## config.mk

```make
export PLATFORM = sky130hd
export DESIGN_NAME = vmem_wr_sched_flat
export DESIGN_NICKNAME = d
export VERILOG_FILES = /design/src/rtl/vmem_wr_sched_if.sv /design/src/rtl/vmem_wr_sched.sv /design/src/flat_wrapper.sv
export SDC_FILE = /design/constraint.sdc
export NUM_CORES = 1
export LEC_CHECK = 0
export CELL_PAD_IN_SITES_DETAIL_PLACEMENT = 1
export CELL_PAD_IN_SITES_GLOBAL_PLACEMENT = 1
export CORE_ASPECT_RATIO = 0.5
export CORE_MARGIN = 2
export CORE_UTILIZATION = 50
export CTS_CLUSTER_SIZE = 40
export DETAILED_ROUTE_END_ITERATION = 12
export GPL_ROUTABILITY_DRIVEN = 0
export GPL_TIMING_DRIVEN = 0
export PLACE_DENSITY = 0.89
export RECOVER_POWER = 50
export SETUP_SLACK_MARGIN = 0.1
export SLEW_MARGIN = 20
export SYNTH_ARGS = -nofsm -noshare
export SYNTH_HDL_FRONTEND = slang
export SYNTH_SLANG_ARGS = --single-unit
```

## constraint.sdc

```tcl
create_clock -name clk -period 10.2 [get_ports clk]
set_clock_uncertainty 0.05 [all_clocks]
set_input_delay 1.53 -clock clk [delete_from_list [all_inputs] [get_ports clk]]
set_output_delay 1.53 -clock clk [all_outputs]
set_load 0.05 [all_outputs]
```

## src/rtl/vmem_wr_sched_if.sv

```systemverilog
// Host-side pixel write port of the video-memory write scheduler (valid/ready handshake).
interface vmem_wr_sched_if;
    logic        host_valid;
    logic        host_ready;
    logic [9:0]  host_h;
    logic [8:0]  host_v;
    logic [23:0] host_data;

    modport master (output host_valid, host_h, host_v, host_data, input host_ready);
    modport slave  (input host_valid, host_h, host_v, host_data, output host_ready);
endinterface

```

## src/rtl/vmem_wr_sched.sv

```systemverilog
// Buffers host pixel writes and commits them to video memory only during blanking.
// Optional front/back framebuffer swap on vsync is built when FB_SWAP_EN is defined.
module vmem_wr_sched #(
    parameter int DEPTH = 8,
    parameter int H_MAX = 640,
    parameter int V_MAX = 480,
    localparam int AW = $clog2(DEPTH),
    localparam int CW = AW + 1
) (
    input  logic               clk,
    input  logic               rst,
    vmem_wr_sched_if.slave     host,
    input  logic               vga_valid,
    input  logic               vga_vsync,
    output logic               mem_we,
    output logic [9:0]         mem_h_addr,
    output logic [8:0]         mem_v_addr,
    output logic [23:0]        mem_wdata,
    output logic               mem_buf_sel,
    output logic [CW-1:0]      fifo_count,
    output logic               err_oob,
    input  logic               swap_req,
    output logic               swap_ack,
    output logic               front_sel
);

    typedef enum logic [1:0] {IDLE, DRAIN, SWAP_PEND} state_t;

    typedef struct packed {
        logic [9:0]  h;
        logic [8:0]  v;
        logic [23:0] data;
    } pix_t;

    localparam logic [9:0]    H_LIM  = 10'(H_MAX);
    localparam logic [8:0]    V_LIM  = 9'(V_MAX);
    localparam logic [CW-1:0] FULL_N = CW'(DEPTH);

    state_t        state, state_nxt;
    pix_t          fifo [DEPTH];
    logic [AW-1:0] wr_ptr, rd_ptr;
    logic [CW-1:0] count;
    logic          full, empty, in_range, accept, push, pop;
    logic          swap_start, swap_fire, ready_int;

    assign full       = (count == FULL_N);
    assign empty      = (count == '0);
    assign in_range   = (host.host_h < H_LIM) && (host.host_v < V_LIM);
    assign accept     = host.host_valid && ready_int;
    assign push       = accept && in_range;
    assign fifo_count = count;
    assign host.host_ready = ready_int;

    // ---------------- FSM: state register ----------------
    // NOTE: sequential state uses non-blocking assignments so every register
    // samples the pre-edge values of its neighbours.
    always_ff @(posedge clk or posedge rst) begin
        if (rst) state <= IDLE;
        else     state <= state_nxt;
    end

    // ---------------- FSM: next-state logic ----------------
    // NOTE: every combinational output gets a default first so no latch is inferred.
    always_comb begin
        state_nxt = state;
        case (state)
            IDLE: begin
                if (swap_start)                 state_nxt = SWAP_PEND;
                else if (!empty && !vga_valid)  state_nxt = DRAIN;
            end
            DRAIN: begin
                if (swap_start)                 state_nxt = SWAP_PEND;
                else if (empty || vga_valid)    state_nxt = IDLE;
            end
            SWAP_PEND: begin
                if (empty)                      state_nxt = IDLE;
            end
            default:                            state_nxt = IDLE;
        endcase
    end

    // ---------------- FSM: outputs ----------------
    // IDLE pops on the same edge it launches a drain, giving the two-edge write latency.
    always_comb begin
        pop       = 1'b0;
        swap_fire = 1'b0;
        ready_int = !full;
        case (state)
            IDLE, DRAIN: pop = !empty && !vga_valid;
            SWAP_PEND: begin
                pop       = !empty && !vga_valid;
                // host_ready is low here, so no push can race the swap
                swap_fire = empty;
                ready_int = 1'b0;
            end
            default: ;
        endcase
    end

    // ---------------- FIFO pointers and occupancy ----------------
    always_ff @(posedge clk or posedge rst) begin
        if (rst) begin
            wr_ptr <= '0;
            rd_ptr <= '0;
            count  <= '0;
        end else begin
            if (push) wr_ptr <= wr_ptr + AW'(1);
            if (pop)  rd_ptr <= rd_ptr + AW'(1);
            case ({push, pop})
                2'b10:   count <= count + CW'(1);
                2'b01:   count <= count - CW'(1);
                default: count <= count;
            endcase
        end
    end

    // NOTE: storage is not reset; flushing the pointers makes old contents unreachable.
    always_ff @(posedge clk) begin
        if (push) fifo[wr_ptr] <= '{h: host.host_h, v: host.host_v, data: host.host_data};
    end

    // ---------------- Write port and error flag ----------------
    always_ff @(posedge clk or posedge rst) begin
        if (rst) begin
            mem_we     <= 1'b0;
            mem_h_addr <= '0;
            mem_v_addr <= '0;
            mem_wdata  <= '0;
            err_oob    <= 1'b0;
        end else begin
            mem_we <= pop;
            if (pop) begin
                mem_h_addr <= fifo[rd_ptr].h;
                mem_v_addr <= fifo[rd_ptr].v;
                mem_wdata  <= fifo[rd_ptr].data;
            end
            if (accept && !in_range) err_oob <= 1'b1;
        end
    end

`ifdef FB_SWAP_EN
    logic vsync_q;

    // Falling vsync edge with a pending request parks the FSM until the queue drains.
    assign swap_start = vsync_q && !vga_vsync && swap_req;

    always_ff @(posedge clk or posedge rst) begin
        if (rst) begin
            vsync_q     <= 1'b0;
            front_sel   <= 1'b0;
            swap_ack    <= 1'b0;
            mem_buf_sel <= 1'b0;
        end else begin
            vsync_q  <= vga_vsync;
            swap_ack <= swap_fire;
            if (swap_fire) front_sel   <= ~front_sel;
            if (pop)       mem_buf_sel <= ~front_sel;
        end
    end
`else
    logic unused_swap;

    assign swap_start  = 1'b0;
    assign swap_ack    = 1'b0;
    assign front_sel   = 1'b0;
    assign mem_buf_sel = 1'b0;
    assign unused_swap = ^{swap_req, vga_vsync, swap_fire};
`endif

endmodule
```

## src/flat_wrapper.sv

```systemverilog
// flat-port wrapper written by rule: the top's interface ports become plain ports
module vmem_wr_sched_flat 
#(
    parameter int DEPTH = 8,
    parameter int H_MAX = 640,
    parameter int V_MAX = 480,
    localparam int AW = $clog2(DEPTH),
    localparam int CW = AW + 1
)
  (clk, rst, vga_valid, vga_vsync, mem_we, mem_h_addr, mem_v_addr, mem_wdata, mem_buf_sel, fifo_count, err_oob, swap_req, swap_ack, front_sel, host_host_valid, host_host_h, host_host_v, host_host_data, host_host_ready);
  vmem_wr_sched_if host_i ();
  input  logic clk;
  input  logic rst;
  input  logic vga_valid;
  input  logic vga_vsync;
  output logic mem_we;
  output logic [9:0] mem_h_addr;
  output logic [8:0] mem_v_addr;
  output logic [23:0] mem_wdata;
  output logic mem_buf_sel;
  output logic [CW-1:0] fifo_count;
  output logic err_oob;
  input  logic swap_req;
  output logic swap_ack;
  output logic front_sel;
  input wire logic [$bits(host_i.host_valid)-1:0] host_host_valid;
  input wire logic [$bits(host_i.host_h)-1:0] host_host_h;
  input wire logic [$bits(host_i.host_v)-1:0] host_host_v;
  input wire logic [$bits(host_i.host_data)-1:0] host_host_data;
  output wire logic [$bits(host_i.host_ready)-1:0] host_host_ready;
  assign host_i.host_valid = host_host_valid;
  assign host_i.host_h = host_host_h;
  assign host_i.host_v = host_host_v;
  assign host_i.host_data = host_host_data;
  assign host_host_ready = host_i.host_ready;
  vmem_wr_sched #(.DEPTH(DEPTH), .H_MAX(H_MAX), .V_MAX(V_MAX)) u_core (.clk(clk), .rst(rst), .host(host_i), .vga_valid(vga_valid), .vga_vsync(vga_vsync), .mem_we(mem_we), .mem_h_addr(mem_h_addr), .mem_v_addr(mem_v_addr), .mem_wdata(mem_wdata), .mem_buf_sel(mem_buf_sel), .fifo_count(fifo_count), .err_oob(err_oob), .swap_req(swap_req), .swap_ack(swap_ack), .front_sel(front_sel));
endmodule
```

==> flow_summary_export.csv, run 1 <==
group,metric,value,unit
outcome,status,"complete, but fails checks",
outcome,violations,"max-capacitance violations, max-slew violations",
routing,drt_wl_total,51100,um
grt,grt_pass1_vias,10251,
synthesis,ys.warnings.count,0,
clock_network,cts-htree-levels,2,
synthesis,synth-seq-cells,399,
synthesis,synth-edff-count,344,
worst_setup_path,path_class,"in2reg",
worst_setup_path,r2r-start,"u_core.fifo_count[0]",
clock_network,cts_sinks,399,
routing,drt-pass1-iter-count,5,
worst_setup_path,critPathCaptureType,"flip-flop",
clock_network,cts_tree,"yes",
synthesis,syn-cell-area,0.0153,mm2
worst_setup_path,required,10560,ps
worst_setup_path,start_kind,"primary input",
grt,grt.busiest_layer,"met2",
grt,grtUsageMet3,0.0583,
power,p_leak,6.80,nW
worst_setup_path,cp_data_arrival_time,5960,ps
clock_network,ctsResizeCount,0,
worst_setup_path,crit_start,"vga_valid",
sta,rsz0062_at_grt,"false",
routing,via_per_inst,6.56,
grt,grt.total_usage,0.297,
floorplanning,core,0.0302,mm2
clock_network,numCtsBuffers,36,
layout,final_nets,1109,
grt,grt_max_degree,48,
min_path,min_path_type,"reg2reg",
floorplanning,die-area,0.0321,mm2
clock_network,insertion_delay,550,ps
synthesis,synth_commonest_cells,"edfxtp_1 (344), mux2i_1 (173), nand2_1 (92)",
synthesis,synth_cell_type_count,35,
synthesis,async_flop_share,0.138,
min_path,hold_end,"u_core.mem_wdata[17]",
clock_network,cts-root-buf,"clkbuf_16",
run,max_cap_viol_count,1,
layout,syn_to_final_growth,20.3,%
synthesis,yosys-top-cells-area,"edfxtp_1 (67%), mux2i_1 (11%), dfrtp_1 (9.0%)",
floorplanning,fp.dieW,251,um
synthesis,synth_area_per_cell,17.1,um2
place,portBuffers,96,
synthesis,yosys.area.top_type_share,0.675,
place,dp_hpwl,27200,um
power,cellPowerDensity,308,mW/mm2
clock_network,postCtsSetupBuffers,0,
worst_setup_path,rr_endpoint,"u_core.fifo_count[2]",
synthesis,yosysSeqAreaShare,0.765,
worst_setup_path,ff2ff_setup_slack,5380,ps
min_path,hold_depth,2,
clock_network,cts_buffer_depth,3,
sta,max_freq,0.179,GHz
synthesis,synthFlopType,"edfxtp_1",
grt,grt_pass1_wl,69200,um
synthesis,yosys.area.top_type,"edfxtp_1",
routing,ant_nets,0,
sta,setup_viol,0,
synthesis,syn_inst,895,
sta,finalHoldViolCount,0,
layout,drive_gt1_frac,0.116,
power,max-vdd-ir-drop,188,uV
floorplanning,num_rows,45,
routing,wire_per_inst,34.4,um
sta,drv_slew,48,
routing,drc,0,
min_path,hold_start,"u_core.mem_wdata[17]",
grt,overflow,0,
sta,period_needed,5600,ps
routing,first_iter_violations,1323,
worst_setup_path,r2r_cells,12,
sta,tns,0,ps
grt,grt.met2_usage,0.506,
routing,via_count,9747,
sta,hold_slack,431,ps
grt,grt_antenna_before_repair,5,
clock_network,clk_pin_slew,70,ps
floorplanning,start_util,0.506,
sta,period_share,0.549,
sta,slew_headroom,-1.30,
grt,met1_usage,0.383,
synthesis,synth.most_common_cell,"edfxtp_1",
worst_setup_path,cp_max_fo,12,
sta,worstMarginPinSlew,3450,ps
floorplanning,die_y,128,um
clock_network,holdBufCountCts,0,
floorplanning,ios,102,
[how the worst max path moves through the flow]
stage / depth (start not counted) / slack, ps / endpoint
after global routing: 12 / 4560 / u_core.fifo_count[2]
after detailed placement: 8 / 5230 / u_core.fifo[0][10]
after global placement: 5 / 890 / u_core.fifo[4][20]
after floorplan: 4 / 4390 / u_core.fifo[4][0]
final: 12 / 4600 / u_core.fifo_count[2]
after CTS: 8 / 5720 / u_core.fifo[0][10]
[final cells by class]
type / count / area, um2
buffer: 50 / 255
tap: 399 / 499
clock buffer: 52 / 1050
sequential: 399 / 11700
clock inverter: 13 / 149
multi-input combinational: 444 / 3380
inverter: 4 / 17.5
timing repair buffer: 120 / 1350
antenna: 5 / 12.5
fill: 2634 / 11800
[cells by family (layout without fill, tap and decap cells)]
group           after synthesis  in the layout  synth area share
compound gates               91             91            0.0441
xor+xnor                      9              9           0.00515
fa+ha+maj                     5              5           0.00409
buf+inv                      54            239            0.0189
flops                       399            399             0.765
mux                         175            175             0.115
other cells                   1              8          0.000245
simple gates                161            161            0.0481
[worst max-delay path: stages]
cell and delay, ps:
dlygate4sd3_1 520, or2_0 110, clkbuf_1 830, clkinvlp_2 1000, clkbuf_1 570, ha_1 430
xor2_1 170, ha_1 190, a21oi_1 160, xor2_1 200, nor2_1 70, xor2_1 150
[sequential cells by signal (all words and copies together) (netlist names)]
| name | flops |
|---|---|
| u_core.mem_we | 1 |
| u_core.wr_ptr | 3 |
| u_core.rd_ptr | 3 |
| u_core.mem_wdata | 24 |
| u_core.fifo_count | 4 |
| u_core.mem_h_addr | 10 |
| u_core.fifo | 344 |
| u_core.mem_v_addr | 9 |
| u_core.err_oob | 1 |
[layout by cell type (no fill, tap or decap), types with 3 or more instances in the layout]
cell / Yosys / final
clkbuf_16: 0 / 37
dfrtp_1: 55 / 55
nor2_4: 0 / 6
xor2_1: 4 / 4
bufinv_16: 0 / 3
diode_2: 0 / 5
mux2i_1: 173 / 173
conb_1: 1 / 3
nand3_1: 43 / 43
dlygate4sd3_1: 0 / 45
clkdlybuf4s50_1: 0 / 51
buf_16: 0 / 8
clkbuf_1: 15 / 29
clkbuf_8: 0 / 7
xnor2_1: 5 / 5
clkinv_2: 0 / 5
buf_4: 16 / 22
edfxtp_1: 344 / 344
buf_12: 0 / 4
nor2_1: 9 / 3
a22oi_1: 86 / 86
buf_2: 19 / 18
nand2_1: 92 / 92
ha_1: 5 / 5
[metal layers]
layer  wire (um)  vias to the layer above  share of wire
met4        1870                        0          0.037
met2       24900                      817           0.49
met1       19600                     4991           0.38
met5           0                        -              0
li1            -                     3782              -
met3        4740                      157          0.093
[power breakdown]
group	internal, mW	switching [mW]
combinational	0.660	1.38
clock	0.800	0.662
sequential	2.02	0.154
[metrics by stage]
step	power (mW)	std cells	setup slack, ps	instance area [um2]	utilization
after CTS	5.58	1481	5720	18500	0.610
after global routing	5.81	1486	4560	18400	0.609
final	5.68	1486	4600	18400	0.609
after global placement	3.93	1392	895	16800	0.555
after floorplan	3.37	897	4390	15300	-
after detailed placement	4.12	1416	5230	17200	0.570
(Power assumes the default switching activity.)
==> inputs of run 2 (changes only) <==
==> constraint.sdc (replaced) <==
create_clock -name clk -period 5.65 [get_ports clk]
set_clock_uncertainty 0.05 [all_clocks]
set_input_delay 0.8475 -clock clk [delete_from_list [all_inputs] [get_ports clk]]
set_output_delay 0.8475 -clock clk [all_outputs]
set_load 0.05 [all_outputs]
==> flow_summary_export.csv, run 2 (synthesized netlist as in run 1, its figures left out) <==
group,metric,value,unit
power,cellPowerDensity,555,mW/mm2
routing,drt_wl_total,50300,um
routing,ant_nets,0,
worst_setup_path,start_kind,"primary input",
routing,drc,0,
grt,grt_antenna_before_repair,5,
worst_setup_path,path_buf_inv,4,
routing,drt-pass1-iter-count,5,
grt,grt.total_usage,0.297,
sta,setup_viol,0,
worst_setup_path,cp_max_fo,12,
routing,wire_per_inst,33.8,um
sta,period_needed,4460,ps
layout,final_util,0.609,
floorplanning,fp.dieW,251,um
floorplanning,num_rows,45,
floorplanning,die-area,0.0321,mm2
sta,rsz0062_at_grt,"false",
place,portBuffers,96,
min_path,min_path_type,"reg2reg",
power,max-vdd-ir-drop,337,uV
clock_network,holdBufCountCts,0,
grt,grt_pass1_vias,10251,
grt,overflow,0,
outcome,violations,"max-capacitance violations, max-slew violations",
sta,finalWorstSetupSlack,1190,ps
grt,grt_pass1_wl,69200,um
sta,finalHoldViolCount,0,
sta,slew_headroom,-1.23,
place,dp_slack,1360,ps
sta,tns,0,ps
worst_setup_path,path_class,"in2reg",
layout,mostFrequentLayoutCells,"edfxtp_1 (344), mux2i_1 (173), nand2_1 (92)",
grt,grt_max_degree,48,
clock_network,cts-htree-levels,2,
routing,via_per_inst,6.47,
clock_network,insertion_delay,560,ps
sta,period_share,0.789,
worst_setup_path,worst_path_max_delay_cell,"clkinvlp_2",
worst_setup_path,cp_data_arrival_time,4820,ps
clock_network,cts_tree,"yes",
clock_network,cts-root-buf,"clkbuf_16",
layout,nFillCells,2623,
run,max_cap_viol_count,1,
layout,drive_gt1_frac,0.116,
routing,first_iter_violations,1253,
layout,syn_to_final_growth,20.3,%
clock_network,cts_sinks,399,
layout,final_nets,1109,
floorplanning,ios,102,
floorplanning,core,0.0302,mm2
layout,layout_commonest_cell,"edfxtp_1",
worst_setup_path,crit_top_cell,"xor2_1",
worst_setup_path,path_cells,"clkdlybuf4s50_1 > or2_0 > clkbuf_1 > clkinvlp_2 > buf_4 > ha_1 > xor2_1 > ha_1 > a21oi_1 > xor2_1 > nor2_1 > xor2_1",
layout,regMostFlops,"u_core.fifo",
sta,drv_slew,48,
worst_setup_path,cp_slowest_stage_delay,960,ps
worst_setup_path,crit_family,"buffers and inverters",
power,p_leak,6.80,nW
clock_network,numCtsBuffers,36,
outcome,status,"complete, but fails checks",
routing,via_count,9626,
floorplanning,start_util,0.506,
layout,largest_reg_flops,344,
clock_network,clk_pin_slew,70,ps
layout,reg_top3,"u_core.fifo (344), u_core.mem_wdata (24), u_core.mem_h_addr (10)",
sta,max_freq,0.224,GHz
clock_network,ctsResizeCount,0,
layout,multi_input_area,0.00337,mm2
worst_setup_path,critPathCaptureType,"flip-flop",
layout,regArea,0.0117,mm2
clock_network,cts_buffer_depth,3,
floorplanning,die_y,128,um
sta,worstMarginPinSlew,3350,ps
clock_network,postCtsSetupBuffers,0,
place,dp_hpwl,27200,um
worst_setup_path,required,6010,ps
==> run 2: routing by layer <==
layer,up-vias,global-route usage,wire [um]
met4,0,0.110,1770
met5,-,0,0
li1,3784,-,-
met1,4950,0.383,19200
met2,754,0.506,24800
met3,138,0.0583,4450
==> run 2: final timing paths <==
check	to	from	slack (ps)	cells after the start
setup reg to reg	u_core.fifo_count[2]	u_core.fifo_count[0]	1210	12
hold reg to reg	u_core.mem_wdata[16]	u_core.mem_wdata[16]	430	2
min in group asynchronous	u_core.wr_ptr[1]	rst	720	2
hold / removal	u_core.mem_wdata[16]	u_core.mem_wdata[16]	430	2
setup / recovery	u_core.fifo_count[2]	vga_valid	1190	12
max in group asynchronous	u_core.mem_h_addr[9]	rst	1330	3
==> run 2: layout make-up <==
cell class / instances / area share
Clock buffer: 52 / 0.0571
Multi-Input combinational cell: 444 / 0.183
Inverter: 4 / 0.000951
Tap cell: 399 / 0.0271
Clock inverter: 13 / 0.00808
Buffer: 50 / 0.0141
Antenna cell: 6 / 0.000815
Sequential cell: 399 / 0.635
Timing Repair Buffer: 120 / 0.0733
==> run 2: worst register-to-register path, stage by stage, from the launching register on <==
cell and delay [ps]:
dfrtp_1 460, nor4_1 260, or2_0 140, clkbuf_1 750, clkinvlp_2 980, buf_4 470
ha_1 290, xor2_1 170, ha_1 190, a21oi_1 160, xor2_1 200, nor2_1 70
xor2_1 150
==> run 2: power by group <==
part	leakage, nW	internal, mW	switching, mW	total, mW
Clock	0.594	1.44	1.19	2.63
Combinational	2.44	1.19	2.48	3.66
Sequential	3.76	3.65	0.279	3.93
Total	6.80	6.29	3.94	10.2
==> run 2: metrics by stage <==
stage	hold slack (ps)	area, um2	power, mW	std cells
after floorplan	442	15300	6.09	897
after global placement	409	16800	7.09	1392
after detailed placement	413	17200	7.43	1416
after CTS	439	18500	10.1	1481
after global routing	464	18400	10.5	1487
final	431	18400	10.2	1487
